==> src/rtl/frame_buf_ptr_sched.sv <==
// frame_buf_ptr_sched: frame-slot scheduler for the DDR3 frame buffer (write/read slot pointers, stored-frame count, frame depth).
// Optional feature macro FRAME_BUF_OVERWRITE_EN: a full-buffer write discards the oldest frame instead of being dropped.
module frame_buf_ptr_sched #(
    parameter int PTR_WIDTH    = 2,
    parameter int SHORT_REG_WD = 16
) (
    input  logic                    clk_frame_buf,
    input  logic                    reset_frame_buf,
    input  logic                    i_stream_enable,
    input  logic [SHORT_REG_WD-1:0] iv_frame_depth,
    input  logic                    i_wr_req,
    input  logic                    i_wr_done,
    input  logic                    i_rd_req,
    input  logic                    i_rd_done,
    output logic                    o_wr_grant,
    output logic [PTR_WIDTH-1:0]    ov_wr_ptr,
    output logic                    o_wr_drop,
    output logic                    o_rd_grant,
    output logic [PTR_WIDTH-1:0]    ov_rd_ptr,
    output logic [PTR_WIDTH:0]      ov_frame_cnt,
    output logic                    o_frame_avail,
    output logic                    o_proto_err
);
    localparam int                      CNT_W         = PTR_WIDTH + 1;
    localparam logic [CNT_W-1:0]        MAX_SLOTS     = CNT_W'(2 ** PTR_WIDTH);
    localparam logic [SHORT_REG_WD-1:0] MAX_SLOTS_REQ = SHORT_REG_WD'(2 ** PTR_WIDTH);

    typedef enum logic {W_IDLE, W_ACTIVE} wr_state_t;
    typedef enum logic {R_IDLE, R_ACTIVE} rd_state_t;

    wr_state_t            r_wr_state, w_wr_state_nxt;
    rd_state_t            r_rd_state, w_rd_state_nxt;
    logic [CNT_W-1:0]     r_depth, w_depth_clamped;
    logic [CNT_W-1:0]     r_frame_cnt, w_frame_cnt_nxt, w_cnt_upd;
    logic [PTR_WIDTH-1:0] r_wr_ptr, r_rd_ptr, w_wr_ptr_nxt, w_rd_ptr_nxt;
    logic                 r_wr_grant, r_wr_drop, r_rd_grant, r_proto_err;
    logic                 w_wr_grant_nxt, w_wr_drop_nxt, w_rd_grant_nxt, w_proto_err_nxt;
    logic                 w_flush, w_wr_fin, w_rd_fin, w_wr_free, w_rd_free;
    logic                 w_full, w_wr_accept, w_rd_accept, w_overwrite;

    function automatic logic [PTR_WIDTH-1:0] ptr_inc(input logic [PTR_WIDTH-1:0] p,
                                                     input logic [CNT_W-1:0]     d);
        logic [CNT_W-1:0] n;
        n = {1'b0, p} + CNT_W'(1);
        return (n >= d) ? '0 : n[PTR_WIDTH-1:0];
    endfunction

    // A done completes before a same-cycle request is judged, so the request sees the freed FSM and updated count.
    assign w_flush   = !i_stream_enable && (r_wr_state == W_IDLE) && (r_rd_state == R_IDLE);
    assign w_wr_fin  = (r_wr_state == W_ACTIVE) && i_wr_done;
    assign w_rd_fin  = (r_rd_state == R_ACTIVE) && i_rd_done;
    assign w_wr_free = (r_wr_state == W_IDLE) || w_wr_fin;
    assign w_rd_free = (r_rd_state == R_IDLE) || w_rd_fin;
    assign w_cnt_upd = r_frame_cnt + CNT_W'(w_wr_fin) - CNT_W'(w_rd_fin);
    assign w_full    = (w_cnt_upd >= r_depth);

    assign w_rd_accept = !w_flush && i_rd_req && w_rd_free && (w_cnt_upd != '0);

`ifdef FRAME_BUF_OVERWRITE_EN
    assign w_overwrite = !w_flush && i_wr_req && w_wr_free && i_stream_enable && w_full
                         && (r_rd_state == R_IDLE) && !w_rd_accept;
`else
    assign w_overwrite = 1'b0;
`endif

    assign w_wr_accept = !w_flush && i_wr_req && w_wr_free && i_stream_enable
                         && (!w_full || w_overwrite);

    always_comb begin
        w_depth_clamped = CNT_W'(iv_frame_depth);
        if (iv_frame_depth == '0)
            w_depth_clamped = CNT_W'(1);
        else if (iv_frame_depth > MAX_SLOTS_REQ)
            w_depth_clamped = MAX_SLOTS;
    end

    // State register plus the slot bookkeeping and registered output pulses.
    always_ff @(posedge clk_frame_buf) begin
        if (reset_frame_buf) begin
            r_wr_state  <= W_IDLE;
            r_rd_state  <= R_IDLE;
            r_depth     <= CNT_W'(1);
            r_wr_ptr    <= '0;
            r_rd_ptr    <= '0;
            r_frame_cnt <= '0;
            r_wr_grant  <= 1'b0;
            r_wr_drop   <= 1'b0;
            r_rd_grant  <= 1'b0;
            r_proto_err <= 1'b0;
        end else begin
            // NOTE: non-blocking assignments keep every register reading pre-edge values.
            r_wr_state  <= w_wr_state_nxt;
            r_rd_state  <= w_rd_state_nxt;
            r_depth     <= w_flush ? w_depth_clamped : r_depth;
            r_wr_ptr    <= w_wr_ptr_nxt;
            r_rd_ptr    <= w_rd_ptr_nxt;
            r_frame_cnt <= w_frame_cnt_nxt;
            r_wr_grant  <= w_wr_grant_nxt;
            r_wr_drop   <= w_wr_drop_nxt;
            r_rd_grant  <= w_rd_grant_nxt;
            r_proto_err <= w_proto_err_nxt;
        end
    end

    always_comb begin
        // NOTE: every signal gets a default first so no latch is inferred.
        w_wr_state_nxt  = r_wr_state;
        w_rd_state_nxt  = r_rd_state;
        w_wr_ptr_nxt    = r_wr_ptr;
        w_rd_ptr_nxt    = r_rd_ptr;
        w_frame_cnt_nxt = w_cnt_upd - CNT_W'(w_overwrite);

        if (w_wr_accept)
            w_wr_state_nxt = W_ACTIVE;
        else if (w_wr_fin)
            w_wr_state_nxt = W_IDLE;

        if (w_rd_accept)
            w_rd_state_nxt = R_ACTIVE;
        else if (w_rd_fin)
            w_rd_state_nxt = R_IDLE;

        if (w_wr_fin)
            w_wr_ptr_nxt = ptr_inc(r_wr_ptr, r_depth);
        if (w_rd_fin || w_overwrite)
            w_rd_ptr_nxt = ptr_inc(r_rd_ptr, r_depth);

        if (w_flush) begin
            w_wr_ptr_nxt    = '0;
            w_rd_ptr_nxt    = '0;
            w_frame_cnt_nxt = '0;
        end
    end

    always_comb begin
        w_wr_grant_nxt  = w_wr_accept;
        w_rd_grant_nxt  = w_rd_accept;
        w_wr_drop_nxt   = !w_flush && i_wr_req && w_wr_free && !w_wr_accept;
        w_proto_err_nxt = (i_wr_req && !w_wr_free)
                       || (i_rd_req && !w_rd_free)
                       || (i_wr_done && (r_wr_state == W_IDLE))
                       || (i_rd_done && (r_rd_state == R_IDLE))
                       || (!w_flush && i_rd_req && w_rd_free && (w_cnt_upd == '0));
    end

    assign o_wr_grant    = r_wr_grant;
    assign o_wr_drop     = r_wr_drop;
    assign o_rd_grant    = r_rd_grant;
    assign o_proto_err   = r_proto_err;
    assign ov_wr_ptr     = r_wr_ptr;
    assign ov_rd_ptr     = r_rd_ptr;
    assign ov_frame_cnt  = r_frame_cnt;
    assign o_frame_avail = (r_frame_cnt != '0) && (r_rd_state == R_IDLE);

endmodule
==> config.mk <==
export PLATFORM = sky130hd
export DESIGN_NAME = frame_buf_ptr_sched
export DESIGN_NICKNAME = d
export VERILOG_FILES = /design/src/rtl/frame_buf_ptr_sched.sv
export SDC_FILE = /design/constraint.sdc
export NUM_CORES = 1
export LEC_CHECK = 0
export ABC_CLOCK_PERIOD_IN_PS = 2900
export CAP_MARGIN = 20
export CORE_MARGIN = 1.5
export CORE_UTILIZATION = 40
export CTS_BUF_LIST = sky130_fd_sc_hd__clkbuf_8
export DETAILED_ROUTE_END_ITERATION = 10
export MAX_ROUTING_LAYER = met4
export PLACE_DENSITY_LB_ADDON = 0.3
export SLEW_MARGIN = 40
export SYNTH_ARGS = -nofsm -noshare
export SYNTH_HDL_FRONTEND = slang
export SYNTH_SLANG_ARGS = --single-unit
export TNS_END_PERCENT = 5
==> constraint.sdc <==
create_clock -name clk_frame_buf -period 2.9 [get_ports clk_frame_buf]
set_clock_uncertainty 0.15 [all_clocks]
set_input_delay 0.29 -clock clk_frame_buf [delete_from_list [all_inputs] [get_ports clk_frame_buf]]
set_output_delay 0.29 -clock clk_frame_buf [all_outputs]
set_load 0.02 [all_outputs]
**Yosys cells after proc, flatten, opt, wreduce, memory -nomap -nowiden**

Index checks and enable logic that the tools add are counted.

- Add/sub/neg operators: 4
- Order comparisons: 4
- Multiplexer cells: 8
- Bitwise operators: 2
- Reduce and logical (&&, ||, !) cells: 37

Operator list:

| operator | number |
|---|---|
| $logic_and 1x1->1 | 18 |
| $gt 16x3->1 const B | 1 |
| $logic_not 16->1 | 1 |
| $ge 3x3->1 | 3 |
| $add 2x1->3 const B | 2 |
| $logic_not 1->1 | 6 |
| $logic_or 1x1->1 | 6 |
| $mux 3 | 2 |
| $reduce_bool 3->1 | 2 |
| $mux 1 | 4 |
| $mux 2 | 2 |
| $reduce_bool 2->1 | 2 |
| $add 3x1->3 | 1 |
| $logic_not 3->1 | 1 |
| $sub 3x1->3 | 1 |
| $not 1->1 | 2 |
| $reduce_or 2->1 | 1 |

- Register bits after elaboration: 16
- Output and inout port bits: 12

**Longest topological paths before layout**

Gate-level depths: netlist of the first run.

- Depth after elaboration: 10
- Gate-level depth with buffers: 11

**Least setup slack after synthesis of the first run**

No wires, ideal clock.

- Path kind: register -> register
- Start point: register r_wr_state
- End point: register r_wr_drop (netlist: o_wr_drop)
- Setup time: 0.080 ns
- Arrival: 2.252 ns
- Required time: 2.670 ns
- Slack: 0.419 ns
- Stages on the path, launching flop included: 11
- Cells stage by stage: dfxtp_1 -> nand2_1 -> ha_1 -> inv_1 -> ha_1 -> fa_1 -> xnor3_1 -> ha_1 -> nand2_1 -> o211ai_1 -> nor3b_1

- Elaborated cells between the ends (all ways): 16
- Classes of those cells: add/sub: 2; order compare: 1; bitwise: 1; reduce/logical: 12

RTL lines:

| what | line | text |
|---|---|---|
| start, declared | 31 | `wr_state_t r_wr_state, w_wr_state_nxt;` |
| start signal, assigned | 92 | `r_wr_state <= w_wr_state_nxt;` |
| $logic_and 1x1->1 | 50 | `assign w_wr_fin = (r_wr_state == W_ACTIVE) && i_wr_done;` |
| $add 3x1->3 | 54 | `assign w_cnt_upd = r_frame_cnt + CNT_W'(w_wr_fin) - CNT_W'(w_rd_fin);` |
| $sub 3x1->3 | 54 |  |
| net w_cnt_upd[2] | 34 | `logic [CNT_W-1:0] r_frame_cnt, w_frame_cnt_nxt, w_cnt_upd;` |
| $ge 3x3->1 | 55 | `assign w_full = (w_cnt_upd >= r_depth);` |
| $logic_not 1->1 | 67 | `&& (!w_full \|\| w_overwrite);` |
| $logic_and 1x1->1 | 67 |  |
| $logic_not 1->1 | 138 | `w_wr_drop_nxt = !w_flush && i_wr_req && w_wr_free && !w_wr_accept;` |
| $logic_and 1x1->1 | 138 |  |
| end signal, assigned | 99 | `r_wr_drop <= w_wr_drop_nxt;` |
| end, declared | 36 | `logic r_wr_grant, r_wr_drop, r_rd_grant, r_proto_err;` |

The timed path passes the listed nets, and every way through them passes these cells.
A chain may end at the register's enable or synchronous reset.

**Final worst setup path of the first run**

- Start point: input i_wr_done
- End point: register r_wr_drop (netlist: o_wr_drop)

- Word-level cells in the longest chain between the ends: 8
- Elaborated cells between the ends (all ways): 11
- Classes of those cells: add/sub: 2; order compare: 1; reduce/logical: 8

Ends and longest elaborated chain:

| what | line | text |
|---|---|---|
| start, declared | 12 | `input logic i_wr_done,` |
| $logic_and 1x1->1 | 50 |  |
| $add 3x1->3 | 54 |  |
| $sub 3x1->3 | 54 |  |
| net w_cnt_upd[2] | 34 |  |
| $ge 3x3->1 | 55 |  |
| $logic_not 1->1 | 67 |  |
| $logic_and 1x1->1 | 67 |  |
| $logic_not 1->1 | 138 |  |
| $logic_and 1x1->1 | 138 |  |

The timed path passes the listed nets, and every way through them passes these cells.

==> results.md, run 1 <==
* Number of synthesized flops with an enable pin at 0
* Nets@finish at ~190
* H-tree levels at 1
* Hold_sp: ov_wr_ptr[1]
* Reg2reg setup slack at 0.25 ns
* Worst-Skew Late Latency at between 0.2 and 0.3 ns
* Initial antenna violation count at 0
* Worst Hold Class: reg -> reg
* Peak Freq at approximately 370 MHz
* Layout Cells excl Fill at between 150 and 200
* Status: complete, no violations
* DRT antenna net count at 0
* Top cells by area, synth: dfxtp_1 (33%), ha_1 (17%), a21oi_1 (4.7%)
* First-pass GRT wire length at just under 4000 µm
* Area share of the leading cell type in the synthesized netlist at between 30% and 40%
* Reg2Reg Depth at 10
* Die ar. at between 2000 and 3000 µm²
* # rows at 17
* Yosys cell types at 31
* Worst relative slew slack at between 60 and 70%
* Boundary Pins at 35
* DRC viols at 0
* Initial DRC Count at 12
* Synth Area per Inst at slightly below 9 µm²
* Worst reg2reg path startpoint: r_wr_state
* Final Hold Vio Count at 0
* Die height at 52.1 µm
* Fraction of registers with async set/reset at 0%
* Placer Congestion at 0.818
* Total gr overflow at 0
* Postcts setup bufs at 0
* Area Growth Syn to Fin at 49.2%
* RSZ-0062 raised after global routing: false
* Worst Tran Pin Value at between 0.4 and 0.5 ns
* Max-slew violations at 0
* Via density at between 5 and 6
* Worst R2R End: o_wr_drop
* ANT cells at 0
* Synth area leader: dfxtp_1
* Pwr dens at a little under 400 nW/µm²
* Cells after DPL at roughly 180
* Share of cells above drive strength 1 at a little under a tenth
* Final WL at roughly 2300 µm
* Setup CP Type: in -> reg
* DP HPWL at about 1800 µm
* CTS tree: built
* Seq/Total Area, Yosys at about a third
* Critical path fanouts, max at 2
* CTS Root Cell: clkbuf_8
* Arr. time, crit path at between 2 and 3 ns
* Most frequent cells in the layout: clkdlybuf4s50_1 (34), dfxtp_1 (16), ha_1 (13)
* Die Wd at about 52 µm
* TritonRoute pass-1 iters at 4
* P_leak at between 0.6 and 0.7 nW
* DR vias at roughly 960
* Post-layout min period at around 2.7 ns
* Post-Syn Nets at 147
* Max VDD drop at 0.000277 V
* IO Port Bufs at 34
* WHS Endpoint: ov_wr_ptr[1]
* Largest net degree at the start of global routing at 11
* Max-cap violations at 0
* Post-synth top flop: dfxtp_1
* Setup crit end kind: flip-flop
* Synth Register Bits at 16
* Final setup viols at 0
* Drt wl/cell at about 13 µm
* Leading cell type in the layout, fill and taps excluded: clkdlybuf4s50_1
* CTS Sinks at 16
* Initial Util at around 43%
* Period utilisation layout at 93.2%
* Post-synth design cell area at just under 1000 µm²
* Crit start category: input pin
* Overall Global Routing Usage at 19.9%
* Clock-pin slew on the worst setup and hold paths at around 0.060 ns
* Vias in the first global route at 932
* Setup_tns at 0 ns
* CTS buffer count at 3
* Clk buf depth at 2
* Worst path required time at between 2 and 3 ns
* Hold-fix buffers at CTS at 0
* Core box area at about 2300 µm²
* Post-Syn Instances at 110
* WHS Path Cells at 2
* Post-CTS Resized at 0
* Syn. warnings at 0
sequential cells by signal (all words and copies together), names as in the netlist:
name	count
r_rd_state	1
r_wr_state	1
ov_rd_ptr	2
ov_frame_cnt	3
ov_wr_ptr	2
o_proto_err	1
r_depth	3
o_wr_grant	1
o_rd_grant	1
o_wr_drop	1
power breakdown:
group	internal (mW)	switching (mW)
Combinational	0.0735	0.0607
Sequential	0.231	0.00795
Clock	0.120	0.0782
per-layer routing:
metal,track usage (%),vias up,part of all wire (%)
met4,2.63,0,0
li1,-,475,-
met2,34.2,33,50
met1,24.2,447,45
met3,4.60,0,4.8
met5,-,-,0
cell usage after synthesis, drive strengths merged, types with 2 or more instances:
master / count
ha: 13
o211ai: 4
buf: 2
o2111ai: 2
or3: 2
inv: 10
nand2b: 6
nor3b: 2
nor2: 6
and3: 2
dfxtp: 16
o21ai: 2
a21oi: 9
nor2b: 4
nor4: 3
nand2: 12
nor3: 5
worst max-delay path: stages:
cell             delay, ns
clkdlybuf4s50_1       0.50
nand2_1               0.09
ha_1                  0.30
inv_1                 0.04
ha_1                  0.18
fa_1                  0.37
xnor3_1               0.21
ha_1                  0.31
nand2_1               0.07
o211ai_1              0.18
nor3b_1               0.19
cells by family (layout without fill, tap and decap cells):
family / count (synthesis) / in the layout / share of synthesized area (%)
compound gates: 22 / 22 / 15.2
buf+inv: 12 / 55 / 4.80
fa+ha+maj: 14 / 14 / 18.9
flops: 16 / 16 / 33.2
simple gates: 45 / 45 / 25.6
xor+xnor: 1 / 1 / 2.33
worst max-delay path by stage:
| stage | from | endpoint | slack, ns | cells after the start |
|---|---|---|---|---|
| floorplan | r_wr_state | o_wr_drop | 0.42 | 10 |
| global placement | i_wr_done | o_wr_drop | 0.03 | 11 |
| detailed placement | i_wr_done | o_wr_drop | -0.07 | 11 |
| CTS | i_wr_done | o_wr_drop | 0.17 | 11 |
| global route | i_wr_done | o_wr_drop | 0.04 | 11 |
| finish | i_wr_done | o_wr_drop | 0.20 | 11 |
cell type report:
class                   instances  area [µm²]
clock buffers                   4        55.1
fillers                       225         816
inverters                      10        37.5
multi-input cells              82         598
flip-flops and latches         16         320
well taps                      28        35.0
repair buffers                 41         393
through the flow:
stage	utilization [%]	total power [mW]	worst slack, ns	hold slack [ns]	area [µm²]
6_report	63.8	0.571	0.197	0.334	1440
3_5_place_dp	61.4	0.378	-0.0690	0.329	1380
3_3_place_gp	61.4	0.374	0.0313	0.316	1380
5_1_grt	63.8	0.602	0.0434	0.355	1440
2_1_floorplan	-	0.311	0.419	0.283	965
4_1_cts	63.8	0.576	0.175	0.340	1440
Note: power is estimated with default switching activity, not from simulation.
==> run 2: changes to the inputs <==
--- a/config.mk
+++ b/config.mk
@@ -7,12 +7,12 @@
 export LEC_CHECK = 0
 export ABC_CLOCK_PERIOD_IN_PS = 2900
 export CAP_MARGIN = 20
-export CORE_MARGIN = 1.5
 export CORE_UTILIZATION = 40
 export CTS_BUF_LIST = sky130_fd_sc_hd__clkbuf_8
 export DETAILED_ROUTE_END_ITERATION = 10
 export MAX_ROUTING_LAYER = met4
 export PLACE_DENSITY_LB_ADDON = 0.3
+export SETUP_SLACK_MARGIN = 0.1
 export SLEW_MARGIN = 40
 export SYNTH_ARGS = -nofsm -noshare
 export SYNTH_HDL_FRONTEND = slang
==> run 2 against run 1 <==
Effect of this change: utilization up 1.0 points; die area down 3.8%; first-iteration DRC count up 75%; combinational power about the same; clock power about the same; critical path depth up 1; final area up 0.61%; register-to-register slack better by 0.10 ns; sequential power about the same; global-route usage up 1.7 points; wire length up 4.6%; sequential share of layout area about the same; largest power group unchanged.
==> results.md, run 2 (same netlist as run 1, synthesis figures left out) <==
* Worst Tran Pin Value at 0.480 ns (+0.0260 ns)
* Boundary Pins at 35 (unchanged)
* DP HPWL at 1860 µm (+2.1%)
* CTS buffer count at 3 (unchanged)
* TritonRoute pass-1 iters at 4 (unchanged)
* Area Growth Syn to Fin at 50.1%
* Worst relative slew slack at 68.0% (-1.7 points)
* Die ar. at 2610 µm² (-3.8%)
* Post-Route Utilization at 64.8% (+1.0 points)
* Drt wl/cell at 13.1 µm (+4.6%)
* CTS Sinks at 16 (unchanged)
* Final setup viols at 0 (unchanged)
* Worst-Skew Late Latency at 0.25 ns (about the same)
* IO Port Bufs at 34 (unchanged)
* Critical path fanouts, max at 2 (unchanged)
* Die Wd at 51.1 µm (-1.9%)
* # rows at 17 (unchanged)
* DRC viols at 0 (unchanged)
* Final Hold Vio Count at 0 (unchanged)
* Largest net degree at the start of global routing at 11 (unchanged)
* Final WL at 2370 µm (+4.6%)
* ANT cells at 0 (unchanged)
* Overall Global Routing Usage at 21.5% (+1.7 points)
* CTS Root Cell: clkbuf_8
* Initial DRC Count at 21 (+9)
* Peak Freq at 377 MHz (+1.9%)
* RSZ-0062 raised after global routing: true
* H-tree levels at 1 (unchanged)
* P_leak at 0.606 nW (+0.55%)
* Via density at 5.31 (+0.73%)
* Clock-pin slew on the worst setup and hold paths at 0.07 ns (about the same)
* CTS tree: built
* First-pass GRT wire length at 4060 µm (+3.5%)
* Max-slew violations at 0 (unchanged)
* Hold-fix buffers at CTS at 0 (unchanged)
* Worst Hold Class: reg -> reg
* Vias in the first global route at 914 (-1.9%)
* Nets@finish at 191 (unchanged)
* Status: complete, no violations
* Arr. time, crit path at 2.68 ns (-0.04 ns)
* Max VDD drop at 0.000330 V (+19%)
* Worst path required time at 2.93 ns (about the same)
* DRT antenna net count at 0 (unchanged)
* Post-layout min period at 2.65 ns (-0.0492 ns)
* Share of cells above drive strength 1 at 11.1% (+2.0 points)
* Most frequent cells in the layout: clkdlybuf4s50_1 (34), dfxtp_1 (15), ha_1 (13)
* Setup CP Type: in -> reg
* Die height at 51.1 µm (-1.9%)
* Max-cap violations at 0 (unchanged)
* Leading cell type in the layout, fill and taps excluded: clkdlybuf4s50_1
* Worst hold margin at 0.333 ns (-0.00143 ns)
* Placer Congestion at 0.722 (-12%)
* Setup crit end kind: flip-flop
* Total gr overflow at 0 (unchanged)
* Crit start category: input pin
* Core box area at 2230 µm² (-0.94%)
* Initial antenna violation count at 0 (unchanged)
* Pwr dens at 399 nW/µm² (+0.58%)
* Initial Util at 43.2% (+0.41 points)
* DR vias at 962 (+0.73%)
* Period utilisation layout at 91.5% (-1.7 points)
* Clk buf depth at 2 (unchanged)
==> run 2: power breakdown <==
| group | leakage, nW | internal, mW | switching, mW |
|---|---|---|---|
| registers | 0.131 | 0.231 | 0.00803 |
| clock network | 0.0288 | 0.120 | 0.0816 |
| logic | 0.447 | 0.0746 | 0.0626 |
==> run 2: area by class of cell <==
type / instances / area (µm²)
fill: 205 / 786
multi-input combinational: 82 / 606
timing repair buffer: 41 / 393
sequential: 16 / 322
clock buffer: 4 / 55.1
inverter: 10 / 37.5
tap: 28 / 35.0
==> run 2: worst max-delay path: stages <==
cell             delay, ns
clkdlybuf4s50_1       0.41
nand2_1               0.10
inv_1                 0.07
ha_1                  0.27
inv_1                 0.04
ha_1                  0.18
fa_1                  0.37
xnor3_1               0.21
ha_1                  0.30
nand2_1               0.08
o211ai_1              0.18
nor3b_2               0.18
==> run 2: final timing paths <==
check / start / to / slack (ns) / depth (start not counted)
max reg2reg: r_wr_state / o_wr_drop / 0.35 / 10
max: i_rd_done / o_wr_drop / 0.25 / 12
min: ov_wr_ptr[1] / ov_wr_ptr[1] / 0.33 / 2
min reg2reg: ov_wr_ptr[1] / ov_wr_ptr[1] / 0.33 / 2
==> run 2: per-layer routing <==
metal | up-vias | track usage [%] | wire length [µm]
li1 | 479 | - | -
met1 | 439 | 25.5 | 1030
met3 | 2 | 3.27 | 153
met5 | - | - | 0
met4 | 0 | 6.94 | 17
met2 | 42 | 37.1 | 1170
==> run 2: repair_timing <==
action	in CTS	in global routing
gates resized for setup	0	3
setup endpoints to repair	0	2
buffers inserted	0	0
==> run 2: per-stage QoR <==
stage / setup slack [ns] / cells / instance area, µm² / power [mW] / setup TNS [ns]
detailed placement: -0.0682 / 177 / 1380 / 0.378 / -0.0795
global route: 0.0746 / 181 / 1450 / 0.608 / 0
floorplan: 0.419 / 110 / 965 / 0.311 / 0
finish: 0.246 / 181 / 1450 / 0.578 / 0
global placement: 0.0307 / 177 / 1380 / 0.374 / 0
CTS: 0.186 / 181 / 1440 / 0.578 / 0
==> run 3: changes to the inputs <==
--- a/config.mk
+++ b/config.mk
@@ -7,6 +7,7 @@
 export LEC_CHECK = 0
 export ABC_CLOCK_PERIOD_IN_PS = 2900
 export CAP_MARGIN = 20
+export CORE_MARGIN = 5
 export CORE_UTILIZATION = 40
 export CTS_BUF_LIST = sky130_fd_sc_hd__clkbuf_8
 export DETAILED_ROUTE_END_ITERATION = 10
==> run 3 against run 2 <==
Effect of this change: sequential share of layout area is 0.33 points lower; first-iteration DRC count decreased by 33%; wire length increased by 2.5%; clock-buffer cell count did not move; die area rose by 34%; utilization grew 0.11 points; worst setup slack worse by 0.13 ns; sequential cell count did not move; combinational power up 3%; clock power decreased by 3%; register-to-register slack lost 0.05 ns; via count is 1.0% higher; critical path type unchanged.
==> results.md, run 3 (same netlist as run 1, synthesis figures left out) <==
* Area Growth Syn to Fin at 51.8%
* Post-layout min period at 2.79 ns (+0.132 ns)
* RSZ-0062 raised after global routing: false
* Worst-Skew Late Latency at 0.25 ns (about the same)
* Period utilisation layout at 96.1% (+4.6 points)
* Max-slew violations at 0 (unchanged)
* Overall Global Routing Usage at 15.1% (-6.4 points)
* Pre-CTS setup slack at -0.149 ns (-0.0804 ns)
* Setup CP Type: in -> reg
* Arr. time, crit path at 2.80 ns (+0.12 ns)
* Pwr dens at 393 nW/µm² (-1.7%)
* Post-CTS Resized at 0 (unchanged)
* Leading cell type in the layout, fill and taps excluded: clkdlybuf4s50_1
* Die Wd at 59.1 µm (+16%)
* ANT cells at 0 (unchanged)
* DR vias at 972 (+1.0%)
* Worst Hold Class: reg -> reg
* Total gr overflow at 0 (unchanged)
* CTS Sinks at 16 (unchanged)
* Placer Congestion at 0.868 (+20%)
* CTS buffer count at 3 (unchanged)
* Initial DRC Count at 14 (-33%)
* CTS tree: built
* Max-cap violations at 0 (unchanged)
* Setup crit end kind: flip-flop
* Die ar. at 3490 µm² (+34%)
* DP HPWL at 1970 µm (+6.0%)
* Initial antenna violation count at 0 (unchanged)
* Core box area at 2250 µm² (+0.95%)
* Most frequent cells in the layout: clkdlybuf4s50_1 (34), dfxtp_1 (16), ha_1 (12)
* Max VDD drop at 0.000279 V (-15%)
* Crit start category: input pin
* Final Hold Vio Count at 0 (unchanged)
* H-tree levels at 1 (unchanged)
* Worst relative slew slack at 69.0% (+1.0 points)
* Postcts setup bufs at 0 (unchanged)
* # rows at 17 (unchanged)
* Peak Freq at 359 MHz (-4.8%)
* First-pass GRT wire length at 4020 µm (-1.0%)
* Vias in the first global route at 1,044 (+14%)
* IO Port Bufs at 34 (unchanged)
* P_leak at 0.604 nW (-0.30%)
* Initial Util at 42.8% (-0.41 points)
* Final WL at 2430 µm (+2.5%)
* Hold-fix buffers at CTS at 0 (unchanged)
* Drt wl/cell at 13.4 µm (+2.5%)
* Worst Tran Pin Value at 0.465 ns (-0.0150 ns)
* Final setup viols at 0 (unchanged)
* CTS Root Cell: clkbuf_8
* Clk buf depth at 2 (unchanged)
* Clock-pin slew on the worst setup and hold paths at 0.06 ns (about the same)
* Finished Cell Area at 1460 µm² (+1.1%)
* Die height at 59.1 µm (+16%)
* Boundary Pins at 35 (unchanged)
* Post-Route Utilization at 64.9% (+0.11 points)
* Critical path fanouts, max at 3 (+1)
* Worst hold margin at 0.344 ns (+0.0116 ns)
* Status: complete, no violations
* DRC viols at 0 (unchanged)
* Nets@finish at 191 (unchanged)
* Largest net degree at the start of global routing at 11 (unchanged)
* DP Area at 1380 µm² (unchanged)
* Final setup margin at 0.114 ns (-0.132 ns)
* Worst path required time at 2.91 ns (-0.02 ns)
* DRT antenna net count at 0 (unchanged)
* TritonRoute pass-1 iters at 6 (+2)
* Via density at 5.37 (+1.0%)
* Share of cells above drive strength 1 at 13.1% (+2.0 points)
* Fillers at 203 (-0.98%)
run 3: cell counts in the layout (fill, tap and decap cells not counted):
Identical to the previous run, type by type.
run 3: worst max-delay path: stages:
cell and delay [ns]:
clkdlybuf4s50_1 0.50, nand2_2 0.11, ha_4 0.27, inv_1 0.03, ha_1 0.18, fa_2 0.33, xnor3_1 0.20, ha_1 0.31
nand2_1 0.07, o211ai_1 0.24, nor3b_2 0.26
run 3: area by class of cell:
type                    instances  area [µm²]  share of cell area [%]
clock buffers                   4        55.1                    3.76
repair buffers                 41         393                    26.8
well taps                      28        35.0                    2.39
multi-input cells              82         623                    42.6
inverters                      10        37.5                    2.56
flip-flops and latches         16         320                    21.9
run 3: path summary, 6_finish.rpt:
| kind | startpoint | endpoint | slack [ns] | cells after the start |
|---|---|---|---|---|
| max | i_wr_done | o_wr_drop | 0.11 | 11 |
| min | ov_rd_ptr[1] | ov_rd_ptr[1] | 0.34 | 2 |
| max reg2reg | r_wr_state | o_wr_drop | 0.30 | 10 |
| min reg2reg | ov_rd_ptr[1] | ov_rd_ptr[1] | 0.34 | 2 |
run 3: routing by layer:
metal	GRT usage [%]	vias up	share of wire [%]
met1	17.6	439	43
li1	-	479	-
met3	3.27	9	7.0
met5	-	-	0
met4	7.44	0	2.4
met2	24.4	45	47
run 3: power by group:
| part | switching (mW) | total, mW | internal, mW |
|---|---|---|---|
| clock | 0.0757 | 0.196 | 0.120 |
| sequential | 0.00657 | 0.237 | 0.231 |
| combinational | 0.0656 | 0.141 | 0.0759 |
| total | 0.148 | 0.575 | 0.427 |
run 3: metrics by stage:
stage,TNS (ns),instances,power [mW]
floorplan,0,110,0.311
global placement,0,177,0.374
detailed placement,-0.169,177,0.379
CTS,0,181,0.573
global route,0,181,0.604
finish,0,181,0.575
